===== config.mk =====
export PLATFORM = sky130hd
export DESIGN_NAME = octaver_multi
export DESIGN_NICKNAME = d
export VERILOG_FILES = /design/src/rtl/octaver_multi.sv
export SDC_FILE = /design/constraint.sdc
export NUM_CORES = 1
export LEC_CHECK = 0
export ABC_AREA = 1
export BUFFER_PORTS_ARGS = -buffer_cell sky130_fd_sc_hd__buf_2
export CAP_MARGIN = 10
export CORE_MARGIN = 10
export CORE_UTILIZATION = 45
export CTS_BUF_LIST = sky130_fd_sc_hd__clkbuf_4
export CTS_CLUSTER_DIAMETER = 60
export CTS_CLUSTER_SIZE = 40
export DETAILED_ROUTE_END_ITERATION = 8
export PLACE_DENSITY = 0.67
export SLEW_MARGIN = 20
export SYNTH_ARGS = -nofsm -noshare
export SYNTH_HDL_FRONTEND = slang
export SYNTH_SLANG_ARGS = --single-unit

===== constraint.sdc =====
create_clock -name clk_48 -period 7.8 [get_ports clk_48]
set_input_delay 1.56 -clock clk_48 [delete_from_list [all_inputs] [get_ports clk_48]]
set_output_delay 1.56 -clock clk_48 [all_outputs]
set_load 0.05 [all_outputs]

===== src/rtl/octaver_multi.sv =====
// Multi-voice octaver: hysteretic zero-crossing tracker drives /2 and /4 phase flips,
// plus a full-wave "octave up"; enabled voices are mixed at 1/4 gain over a 2-stage pipeline.
module octaver_multi #(
  parameter int W      = 32,
  parameter int HYST   = 16,
  parameter int EN_BIT = 2
) (
  input  logic                clk_48,
  input  logic                rst_n,
  input  logic signed [W-1:0] x,
  input  logic        [3:0]   options,
  input  logic        [3:0]   en,
  output logic signed [W-1:0] y
);

  typedef enum logic {NEG = 1'b0, POS = 1'b1} trk_t;

  localparam logic signed [W-1:0] HYST_P = W'(HYST);
  localparam logic signed [W-1:0] HYST_N = -HYST_P;
  localparam logic signed [W-1:0] MIN_S  = {1'b1, {(W-1){1'b0}}};
  localparam logic signed [W-1:0] MAX_S  = {1'b0, {(W-1){1'b1}}};

  trk_t                trk, trk_nxt;
  logic                rise;
  logic                div2, div4;
  logic signed [W-1:0] x_r;
  logic        [3:0]   opt_r;
  logic                act_r;
  logic signed [W-1:0] neg_s, down1, down2, up, sum, y_nxt;

  function automatic logic signed [W-1:0] neg_sat(input logic signed [W-1:0] v);
    return (v == MIN_S) ? MAX_S : -v;
  endfunction

  // Tracker state register.
  // NOTE: sequential state uses non-blocking (<=) so every register samples pre-edge values.
  always_ff @(posedge clk_48) begin
    if (!rst_n) trk <= NEG;
    else        trk <= trk_nxt;
  end

  // NOTE: every always_comb output gets a default first, so no path can infer a latch.
  always_comb begin
    trk_nxt = trk;
    case (trk)
      NEG: if (x > HYST_P) trk_nxt = POS;
      POS: if (x < HYST_N) trk_nxt = NEG;
      default: trk_nxt = NEG;
    endcase
  end

  always_comb begin
    rise = (trk == NEG) && (trk_nxt == POS);
  end

  // Dividers free-run on every rising crossing so enabling a voice never jumps phase.
  always_ff @(posedge clk_48) begin
    if (!rst_n) begin
      div2 <= 1'b0;
      div4 <= 1'b0;
    end else if (rise) begin
      div2 <= ~div2;
      if (!div2) div4 <= ~div4;
    end
  end

  // Stage 1: align options and effect select with the sample they arrive with.
  always_ff @(posedge clk_48) begin
    if (!rst_n) begin
      x_r   <= '0;
      opt_r <= '0;
      act_r <= 1'b0;
    end else begin
      x_r   <= x;
      opt_r <= options;
      act_r <= en[EN_BIT];
    end
  end

  // Stage 2 mix. Four quarter-scaled terms cannot leave the W-bit range, so a
  // wrapping W-bit sum equals the W+2-bit sum truncated back to W bits.
  always_comb begin
    neg_s = neg_sat(x_r);
    down1 = div2 ? x_r : neg_s;
    down2 = div4 ? x_r : neg_s;
    up    = x_r[W-1] ? neg_s : x_r;
    sum   = '0;
    if (opt_r[3]) sum = sum + (down1 >>> 2);
    if (opt_r[2]) sum = sum + (up >>> 2);
    if (opt_r[1]) sum = sum + (down2 >>> 2);
    if (opt_r[0]) sum = sum + (x_r >>> 2);
    y_nxt = (!act_r || opt_r == 4'b0000) ? x_r : sum;
  end

  always_ff @(posedge clk_48) begin
    if (!rst_n) y <= '0;
    else        y <= y_nxt;
  end

endmodule


==> run metrics, run 1 <==
critical setup path kind=register to register; DR DRC count=0; vias in the first global route=approximately 13000; smallest setup slack after layout=627 ps; Mapped Cells=2275; total number of vias=approximately 15000; Final Max Slew Viols=0; crit end category=register; Slowest cell on crit path=dfxtp_1; first-pass GRT wire length=73700 um; post-CTS setup buffer count=0; worst r2r dst=y[17]; post-synthesis sequential area ratio=0.120; largest net degree at the start of global routing=59; Synth warnings=0; Core Area=0.0261 mm^2; die height=between 150 and 200 um; Mapped Area=around 0.012 mm^2; crit start category=register; synthesized area per cell=5.26 um^2; Final period util=0.920; starting density of the core=0.458; # H-tree levels=3; first-pass detailed-route iteration total=9; synthesized flop and latch total=72; endpoints failing hold=0; Ports=74; setup TNS=0 ps; die width=183 um; critical path data arrival time=7530 ps; Longest Clk Path Bufs=2; Static Leak=7.53 nW; max_slew headroom=0.428; TritonCTS clock tree=done; grt total ovfl=0; asr flop ratio synth=0; Distinct cells, synth=between 40 and 50; outcome=complete, no violations; Antenna Nets Post-Route=0; Top FF cell, synth=dfxtp_1; Fmax=139 MHz; R2R Path Start=x_r[18]; Total GRT Usage=0.278; reg2reg setup slack=between 600 and 700 ps; Final Wtd Congestion=between 1 and 1.5; Endpoint, Worst Hold=trk; Most common cell on crit path=nand2_1; Worst-path clk slew=120 ps; post-cts sizing count=0; CP max stage delay=between 500 and 600 ps; crit path max fanout=23; Iteration-0 DRC Markers=~1500; Worst Hold Launch=trk; clk root buf=clkbuf_4; post-route minimum period=7170 ps; worst endpoint required time=8160 ps; power density over the cells=~150 mW/mm^2; layout cell share with drive strength beyond 1=0.0674; CTS Buf Count=9; Syn-to-layout area delta=7.48%; worst skew pair latency=approximately 470 ps; hold buffers post-CTS=0; WHS Path Cells=2; FP Rows=59; Worst-Margin Slew=857 ps; DRT Wirelength=47800 um; hpwl dp=39500 um; number of synthesized flops with an enable pin=0; # fillers=a little under 3000; # setup viols final=0; pre-CTS setup slack=roughly 800 ps; initial antenna violation count=1; WL per Instance=roughly 18 um; final worst clock skew=28.3 ps; RSZ-0062 raised after global routing=no; CP startpoint=x_r[18]; r2r worst-path depth=42; post-synth net total=2413; clock sink total=72; HP Class=register to register; Avg Vias per Cell=between 5 and 6; nets=2462; Max Cap Viol=0; total die area=0.0335 mm^2; I/O Buffers=70; VDD IR max=120 uV
## routing by layer
layer,vias to the layer above,track usage,part of all wire
met4,0,0.0830,0.030
met2,585,0.448,0.44
met5,-,0,0
met1,6636,0.381,0.45
li1,7359,-,-
met3,82,0.0320,0.080
## metrics by stage
step | cells | area [um^2] | power (mW) | utilization | hold WS (ps)
floorplan | 2275 | 12000 | 1.25 | - | 452
global placement | 2648 | 12700 | 1.56 | 0.486 | 462
detailed placement | 2648 | 12700 | 1.57 | 0.486 | 473
CTS | 2664 | 12900 | 1.86 | 0.492 | 492
global route | 2665 | 12900 | 2.04 | 0.492 | 520
finish | 2665 | 12900 | 1.88 | 0.492 | 493
## Yosys cell counts, drive strengths merged (8+ instances only)
cell / count / area share
ha: 93 / 0.097
nor3: 31 / 0.013
nand4: 43 / 0.025
xnor2: 15 / 0.011
inv: 330 / 0.10
a21o: 8 / 0.0050
and2: 10 / 0.0052
xor2: 27 / 0.020
a21oi: 164 / 0.069
nand3: 191 / 0.081
o21bai: 13 / 0.0082
o21ai: 139 / 0.058
clkbuf: 42 / 0.013
dfxtp: 72 / 0.12
nand3b: 10 / 0.0063
buf: 17 / 0.0077
nand2: 828 / 0.26
nor2: 209 / 0.072
## sequential cells by signal, indices dropped and copies added (netlist names)
name   cells
div4       1
trk        1
y         32
x_r       32
div2       1
opt_r      4
act_r      1
## worst max-delay path by stage
stage,endpoint,slack (ps),cells after the start
floorplan,y[31],2390,43
global placement,y[17],830,42
detailed placement,y[31],820,45
CTS,y[17],730,40
global route,y[29],120,41
finish,y[17],630,42
## power by group
part / leakage [nW] / internal (mW) / switching (mW)
clock network: 0.0836 / 0.133 / 0.157
logic: 6.85 / 0.371 / 0.803
registers: 0.597 / 0.390 / 0.0269
total: 7.53 / 0.894 / 0.987
## critical path: cells and delay by family, from the launching register on
kind,cells,cell delay (ps)
adders and majority gates,4,1450
xor gates and xnor gates,1,190
DFF,1,590
and+or+nand+nor,28,3740
buffers and inverters,4,280
AOI/OAI and AO/OA,5,820
## kinds of logic after synthesis
| logic type | after synthesis | share of synthesized area |
|---|---|---|
| AOI/OAI and AO/OA | 334 | 0.148 |
| xor gates and xnor gates | 42 | 0.0307 |
| other | 1 | 0.000313 |
| and+or+nand+nor | 1338 | 0.473 |
| buffers and inverters | 392 | 0.125 |
| adders and majority gates | 96 | 0.102 |
| DFF | 72 | 0.120 |
## cell type report
type                       count  area [um^2]  share of cell area
antenna                        1         2.50            0.000194
clock buffer                   9         67.6             0.00525
clock inverter                 7          101             0.00788
inverter                     333         1250              0.0971
multi-input combinational   1811         9030               0.702
sequential                    72         1440               0.112
tap                          335          419              0.0326
timing repair buffer          97          553              0.0430
## cells in the final DEF, fill, tap and decap left out, types with 13 or more instances in the layout
cell,count
buf_2,70
nor3_1,30
o21bai_1,13
nand2_1,820
xor2_1,27
buf_4,27
nand3_1,188
inv_1,322
o21ai_1,15
a21oi_1,164
o21ai_0,123
nor2_1,198
nand4_1,41
xnor2_1,15
ha_1,93
dfxtp_1,70
Power figures use the tool's default switching activity.
==> run 2, diff against run 1 <==
--- a/config.mk
+++ b/config.mk
@@ -5,7 +5,6 @@
 export SDC_FILE = /design/constraint.sdc
 export NUM_CORES = 1
 export LEC_CHECK = 0
-export ABC_AREA = 1
 export BUFFER_PORTS_ARGS = -buffer_cell sky130_fd_sc_hd__buf_2
 export CAP_MARGIN = 10
 export CORE_MARGIN = 10
==> run metrics, run 2 <==
outcome=complete, no violations; Static Leak=5.95 nW (-21%); # setup viols final=0 (unchanged); critical setup path kind=register to register; grt total ovfl=0 (unchanged); area occupied by registers=0.00145 mm^2 (+0.35%); worst endpoint required time=8140 ps (-20 ps); Most common cell on crit path=a21oi_2; Mapped Cells=1435 (-37%); pre-CTS setup slack=-287 ps (-1100 ps); total die area=0.0294 mm^2 (-12%); DR DRC count=0 (unchanged); Mapped Area=0.0103 mm^2 (-14%); clk root buf=clkbuf_4; most common cell after layout, fill and taps aside=buf_4; CP max stage delay=570 ps (-20 ps); post-synth net total=1573 (-35%); Synth warnings=0 (unchanged); Finished Layout Cells=1948 (-27%); worst skew pair latency=420 ps (-50 ps); FP Rows=55 (-6.8%); Synth top area share=0.140 (-0.117); Final period util=0.991 (+0.0718); worst r2r dst=y[31]; max_slew headroom=0.338 (-0.0897); synthesized flop and latch total=72 (unchanged); die width=171 um (-6.4%); WHS Path Cells=2 (unchanged); Top FF cell, synth=dfxtp_1; crit start category=register; Final Wtd Congestion=0.954 (-5.6%); first-pass detailed-route iteration total=6 (-3); Fmax=129 MHz (-7.2%); # H-tree levels=3 (unchanged); DRT Wirelength=36800 um (-23%); R2R Path Start=x_r[3]; I/O Buffers=70 (unchanged); setup TNS=0 ps (unchanged); top-count cell post-synth=a21oi_1; Final Max Slew Viols=0 (unchanged); Antenna Nets Post-Route=0 (unchanged); Total GRT Usage=0.237 (-0.0416); Avg Vias per Cell=6.12 (+11%); Worst-path clk slew=120 ps (about the same); RSZ-0062 raised after global routing=yes; power density over the cells=169 mW/mm^2 (+16%); # fillers=2059 (-29%); first-pass GRT wire length=56500 um (-23%); hpwl dp=27800 um (-30%); WL per Instance=18.9 um (+5.5%); nets=1795 (-27%); largest net degree at the start of global routing=68 (+15%); r2r worst-path depth=35 (-17%); Area contributors post-synth=dfxtp_1 (14%), ha_1 (11%), a21oi_1 (8.1%), o21ai_0 (5.8%), nand2_1 (4.7%); Final Power=2.23 mW (+19%); total number of vias=11900 (-19%); reg2reg setup slack=70 ps (-560 ps); most frequent cells in the layout=buf_4 (228), a21oi_1 (147), nand2_1 (128); Distinct cells, synth=89 (+93%); number of synthesized flops with an enable pin=0 (unchanged); Longest Clk Path Bufs=2 (unchanged); clock sink total=72 (unchanged); post-synthesis sequential area ratio=0.140 (+0.0192); Worst-Margin Slew=992 ps (+134 ps); Endpoint, Worst Hold=trk; hold buffers post-CTS=0 (unchanged); smallest setup slack after layout=66.9 ps (-560 ps); Max Cap Viol=0 (unchanged); starting density of the core=0.457 (-0.000789); critical path data arrival time=8070 ps (+540 ps); Inst Count DP=1903 (-28%); Post-synth top cells=a21oi_1 (168), nand2_1 (128), nor2_1 (122), o21ai_0 (119), ha_1 (93); Ports=74 (unchanged); Multi-input gate area=0.00899 mm^2 (-0.39%); TritonCTS clock tree=done; endpoints failing hold=0 (unchanged); CTS Buf Count=9 (unchanged); HP Class=register to register; final worst clock skew=15.0 ps (-13.3 ps); die height=171 um (-6.4%); asr flop ratio synth=0 (unchanged); Core Area=0.0226 mm^2 (-14%); crit path max fanout=5 (-78%); Iteration-0 DRC Markers=1344 (-7.9%); Worst Hold Launch=trk; Slowest cell on crit path=or4b_4; VDD IR max=158 uV (+32%); top flop regs=x_r x32, y x32, opt_r x4; synthesized area per cell=7.19 um^2 (+37%); initial antenna violation count=1 (unchanged); post-route minimum period=7730 ps (+560 ps); Syn-to-layout area delta=28.0%; vias in the first global route=10900 (-19%); layout cell share with drive strength beyond 1=0.301 (+0.233); crit end category=register; area leader, netlist=dfxtp_1
==> run 2: cell count changes in the layout (fill, tap and decap cells not counted), sizes merged, moves of 39 or more <==
| cell | before | now |
|---|---|---|
| nor2 | 209 | 122 |
| inv | 333 | 45 |
| nand2 | 828 | 129 |
| nand3 | 191 | 35 |
| buf | 97 | 300 |
| and2 | 10 | 49 |
==> run 2: metrics by stage <==
step	cell area, um^2	util	hold slack, ps
final	13200	0.586	514
after detailed placement	12100	0.537	500
after global placement	12100	0.537	492
after global routing	13200	0.586	556
after floorplan	10300	-	459
after CTS	12400	0.550	515
==> run 2: worst max-delay path by stage <==
stage	from	end	slack, ps	cells past startpoint
floorplan	x_r[3]	y[28]	10	39
global placement	x_r[3]	y[31]	-210	34
detailed placement	x_r[3]	y[31]	-290	34
CTS	x_r[3]	y[31]	2	37
global route	x_r[9]	y[31]	-230	39
finish	x_r[3]	y[31]	70	35
==> run 2: area by class of cell <==
cell class              instances  share of cell area
diodes                          1            0.000189
clock inverters                 4             0.00417
flip-flops and latches         72               0.110
multi-input cells            1225               0.681
repair buffers                300               0.158
clock buffers                  12             0.00682
inverters                      49              0.0140
well taps                     285              0.0270
==> run 2: kinds of logic after synthesis <==
group	after synthesis	share of synthesized area
AOI/OAI and AO/OA	566	0.360
xor gates and xnor gates	74	0.0628
adders and majority gates	96	0.119
buffers and inverters	138	0.0628
DFF	72	0.140
muxes	36	0.0398
other	1	0.000363
and+or+nand+nor	452	0.216
==> run 2: power by group <==
part	leakage [nW]	internal, mW	switching [mW]
clock	0.0777	0.110	0.138
combinational	5.27	0.720	0.853
sequential	0.599	0.391	0.0198
total	5.95	1.22	1.01
==> run 2: critical path, delay by kind of cell (launching register included) <==
kind	cells	cell delay, ps
adder cells (fa/ha/maj)	3	860
flip-flops	1	370
buffers and inverters	1	170
XOR/XNOR	2	470
AO/OA/AOI/OAI	22	3500
multiplexers	1	290
AND/OR/NAND/NOR	6	1990
==> run 2: layer usage <==
layer,vias to the layer above,GRT usage,share of wire
met3,68,0.0337,0.085
met4,0,0.0715,0.027
met2,531,0.360,0.43
li1,5781,-,-
met1,5542,0.336,0.46
met5,-,0,0
==> run 2: timing repair <==
item,4_1_cts,5_1_grt
buffers inserted,8,21
setup endpoints to repair,7,18
gates cloned,0,0
resized for setup,25,126
pin swaps,12,89
==> run 3, diff against run 2 <==
--- a/config.mk
+++ b/config.mk
@@ -7,13 +7,15 @@
 export LEC_CHECK = 0
 export BUFFER_PORTS_ARGS = -buffer_cell sky130_fd_sc_hd__buf_2
 export CAP_MARGIN = 10
+export CELL_PAD_IN_SITES_DETAIL_PLACEMENT = 1
+export CELL_PAD_IN_SITES_GLOBAL_PLACEMENT = 1
 export CORE_MARGIN = 10
 export CORE_UTILIZATION = 45
 export CTS_BUF_LIST = sky130_fd_sc_hd__clkbuf_4
 export CTS_CLUSTER_DIAMETER = 60
 export CTS_CLUSTER_SIZE = 40
 export DETAILED_ROUTE_END_ITERATION = 8
-export PLACE_DENSITY = 0.67
+export PLACE_DENSITY = 0.86
 export SLEW_MARGIN = 20
 export SYNTH_ARGS = -nofsm -noshare
 export SYNTH_HDL_FRONTEND = slang
==> run metrics, run 3 <==
Synth top area share=0.140 (unchanged); clk root buf=clkbuf_4; starting density of the core=0.457 (unchanged); CTS Buf Count=9 (unchanged); Synth warnings=0 (unchanged); initial antenna violation count=16; Ports=74 (unchanged); outcome=did not finish; Error=[ERROR GRT-0232] Routing congestion too high. Check the congestion heatmap in the GUI.; grt total ovfl=45; worst_ep kind=register input; number of synthesized flops with an enable pin=0 (unchanged); GR repair worst EP=y[31]$_SDFF_PN0_/D; post-synth net total=1573 (unchanged); # H-tree levels=3 (unchanged); area leader, netlist=dfxtp_1; synthesized flop and latch total=72 (unchanged); pre-CTS setup slack=-551 ps (-265 ps); largest net degree at the start of global routing=68; Final Wtd Congestion=0.941 (-1.3%); top-count cell post-synth=a21oi_1; die width=171 um (unchanged); I/O Buffers=70 (unchanged); Stop stage=5_1_grt; Distinct cells, synth=89 (unchanged); post-synthesis sequential area ratio=0.140 (unchanged); clock sink total=72 (unchanged); Top FF cell, synth=dfxtp_1; asr flop ratio synth=0 (unchanged); Total GRT Usage=0.734; Area contributors post-synth=dfxtp_1 (14%), ha_1 (11%), a21oi_1 (8.1%), o21ai_0 (5.8%), nand2_1 (4.7%); Mapped Area=0.0103 mm^2 (unchanged); hold buffers post-CTS=0 (unchanged); Post-synth top cells=a21oi_1 (168), nand2_1 (128), nor2_1 (122), o21ai_0 (119), ha_1 (93); hpwl dp=35300 um (+27%); synthesized area per cell=7.19 um^2 (unchanged); Longest Clk Path Bufs=2 (unchanged); die height=171 um (unchanged); FP Rows=55 (unchanged); Mapped Cells=1435 (unchanged)
-- run 3: cell counts after synthesis --
No cell type changed its count.
-- run 3: cells by family after synthesis --
logic type / Yosys count / synth area share
compound gates: 566 / 0.360
simple gates: 452 / 0.216
buf+inv: 138 / 0.0628
fa+ha+maj: 96 / 0.119
xor+xnor: 74 / 0.0628
flops: 72 / 0.140
mux: 36 / 0.0398
other cells: 1 / 0.000363
-- run 3: what timing repair did --
action / in CTS
setup endpoints to repair: 18
pin swaps: 41
hold endpoints to repair: 0
gates resized for setup: 81
buffers inserted: 21
-- run 3: stage by stage --
stage | cell area [um^2] | std cells | hold WS, ps
after floorplan | 10300 | 1435 | 459
after global placement | 12000 | 1893 | 492
after detailed placement | 12000 | 1893 | 524
after CTS | 12700 | 1930 | 560
-- run 3: routing by layer --
metal | overflow | GRT usage
met1 | 1 | 0.710
met2 | 22 | 0.849
met3 | 3 | 0.676
met4 | 18 | 0.705
met5 | 1 | 0.417
==> run 4, diff against run 3 <==
==> config.mk (replaced) <==
export PLATFORM = sky130hd
export DESIGN_NAME = octaver_multi
export DESIGN_NICKNAME = d
export VERILOG_FILES = /design/src/rtl/octaver_multi.sv
export SDC_FILE = /design/constraint.sdc
export NUM_CORES = 1
export LEC_CHECK = 0
export BUFFER_PORTS_ARGS = -buffer_cell sky130_fd_sc_hd__buf_2
export CAP_MARGIN = 10
export CORE_MARGIN = 10
export CORE_UTILIZATION = 30
export DETAILED_ROUTE_END_ITERATION = 8
export PLACE_DENSITY_LB_ADDON = 0.15
export SLEW_MARGIN = 20
export SYNTH_ARGS = -nofsm -noshare
export SYNTH_HDL_FRONTEND = slang
export SYNTH_SLANG_ARGS = --single-unit
==> run metrics, run 4 (synthesized netlist as in run 2, its figures left out) <==
outcome=complete, no violations; DR DRC count=0; Inst Count DP=2116 (+12%); worst r2r dst=y[31]; total die area=0.0422 mm^2; Iteration-0 DRC Markers=986; Finished Cell Area=0.0138 mm^2; crit end category=register; worst skew pair latency=about 340 ps; CTS Buf Count=9 (unchanged); power density over the cells=177 mW/mm^2; top sig layer=met4; starting density of the core=0.306 (-0.151); Ports=74 (unchanged); most common cell after layout, fill and taps aside=buf_4; Core Area=around 0.034 mm^2; Static Leak=between 6 and 7 nW; Final Max Slew Viols=0; clk root buf=clkbuf_16; Longest Clk Path Bufs=2 (unchanged); Worst-Margin Slew=about 940 ps; CP max stage delay=roughly 410 ps; first-pass GRT wire length=61700 um; Worst Hold Launch=trk; initial antenna violation count=0; Slowest cell on crit path=or3_4; Final Wtd Congestion=0.895 (-4.9%); DRT met1 WL=19900 um; FP Rows=67 (+22%); Fmax=130 MHz; total number of vias=11800; Antenna Nets Post-Route=0; Core Util, Final=0.411; Worst-path clk slew=60 ps; DR WL met3=2140 um; HP Class=register to register; # fillers=between 3000 and 4000; most frequent cells in the layout=buf_4 (271), a21oi_1 (147), nand2_1 (126); clock sink total=72 (unchanged); post-route minimum period=approximately 7700 ps; grt total ovfl=0; die width=205 um (+20%); critical setup path kind=register to register; final worst clock skew=a little over 9 ps; wire length on met2=17600 um; VDD IR max=121 uV; Final period util=0.989; endpoints failing hold=0; crit start category=register; hold buffers post-CTS=0 (unchanged); Total GRT Usage=0.184; layout cell share with drive strength beyond 1=0.315; Finished Layout Cells=between 2000 and 2500; largest net degree at the start of global routing=68; nets=1839; WL per Instance=18.6 um; RSZ-0062 raised after global routing=yes; CP startpoint=x_r[3]; r2r worst-path depth=36; crit path max fanout=25; Syn-to-layout area delta=34.1%; max_slew headroom=0.369; R2R Path Start=x_r[3]; reg2reg setup slack=about 88 ps; die height=205 um (+20%); hpwl dp=31300 um (-11%); vias in the first global route=approximately 11000; Final Power=2.45 mW; # H-tree levels=3 (unchanged); Antenna diodes=0; Avg Vias per Cell=5.46; worst endpoint required time=between 8000 and 9000 ps; critical path data arrival time=roughly 8000 ps; TritonCTS clock tree=done; I/O Buffers=70 (unchanged); top flop regs=x_r x32, y x32, opt_r x4; DRT Wirelength=roughly 40000 um; cell area after placement=0.0127 mm^2 (+5.5%); first-pass detailed-route iteration total=7; Max Cap Viol=0; crit path to=y[31]; # setup viols final=0
[run 4: worst min path at each step]
stage | endpoint | slack, ps | cells past startpoint
after floorplan | trk | 460 | 2
after global placement | trk | 500 | 2
after detailed placement | trk | 510 | 2
after CTS | trk | 520 | 2
after global routing | trk | 540 | 2
final | trk | 530 | 2
[run 4: report_power, final]
part	internal (mW)	leakage, nW	switching, mW
Sequential	0.392	0.599	0.0160
Clock	0.280	0.156	0.168
Combinational	0.738	5.53	0.853
[run 4: critical path, delay by kind of cell, from the launching register on]
| family | cells | cell delay, ps |
|---|---|---|
| AOI/OAI and AO/OA | 18 | 3120 |
| xor gates and xnor gates | 2 | 400 |
| adders and majority gates | 4 | 1060 |
| buffers and inverters | 5 | 820 |
| DFF | 1 | 350 |
| muxes | 2 | 580 |
| and+or+nand+nor | 5 | 1250 |
[run 4: area by class of cell]
| type | count | area (um^2) | share of cell area |
|---|---|---|---|
| clock inverter | 7 | 95.1 | 0.00687 |
| inverter | 49 | 185 | 0.0134 |
| sequential | 72 | 1450 | 0.105 |
| tap | 448 | 561 | 0.0405 |
| timing repair buffer | 344 | 2420 | 0.175 |
| multi-input combinational | 1225 | 8900 | 0.643 |
| clock buffer | 9 | 225 | 0.0163 |
[run 4: what timing repair did]
item                       4_1_cts  5_1_grt
buffers inserted                 7       15
gates resized for setup         49      105
pin swaps                       28       73
setup endpoints to repair       10       18
[run 4: per-stage QoR]
stage | setup TNS (ps) | hold WS (ps) | setup slack, ps
2_1_floorplan | 0 | 459 | 9.51
3_3_place_gp | -1550 | 499 | -433
3_5_place_dp | -1250 | 508 | -372
4_1_cts | -27.9 | 517 | -27.9
5_1_grt | -1300 | 542 | -331
6_report | 0 | 531 | 87.8
[run 4: metal layers]
layer	vias to the layer above	global-route usage
met4	0	0.0438
met2	336	0.287
li1	5875	-
met3	21	0.0132
met5	-	0
met1	5538	0.267
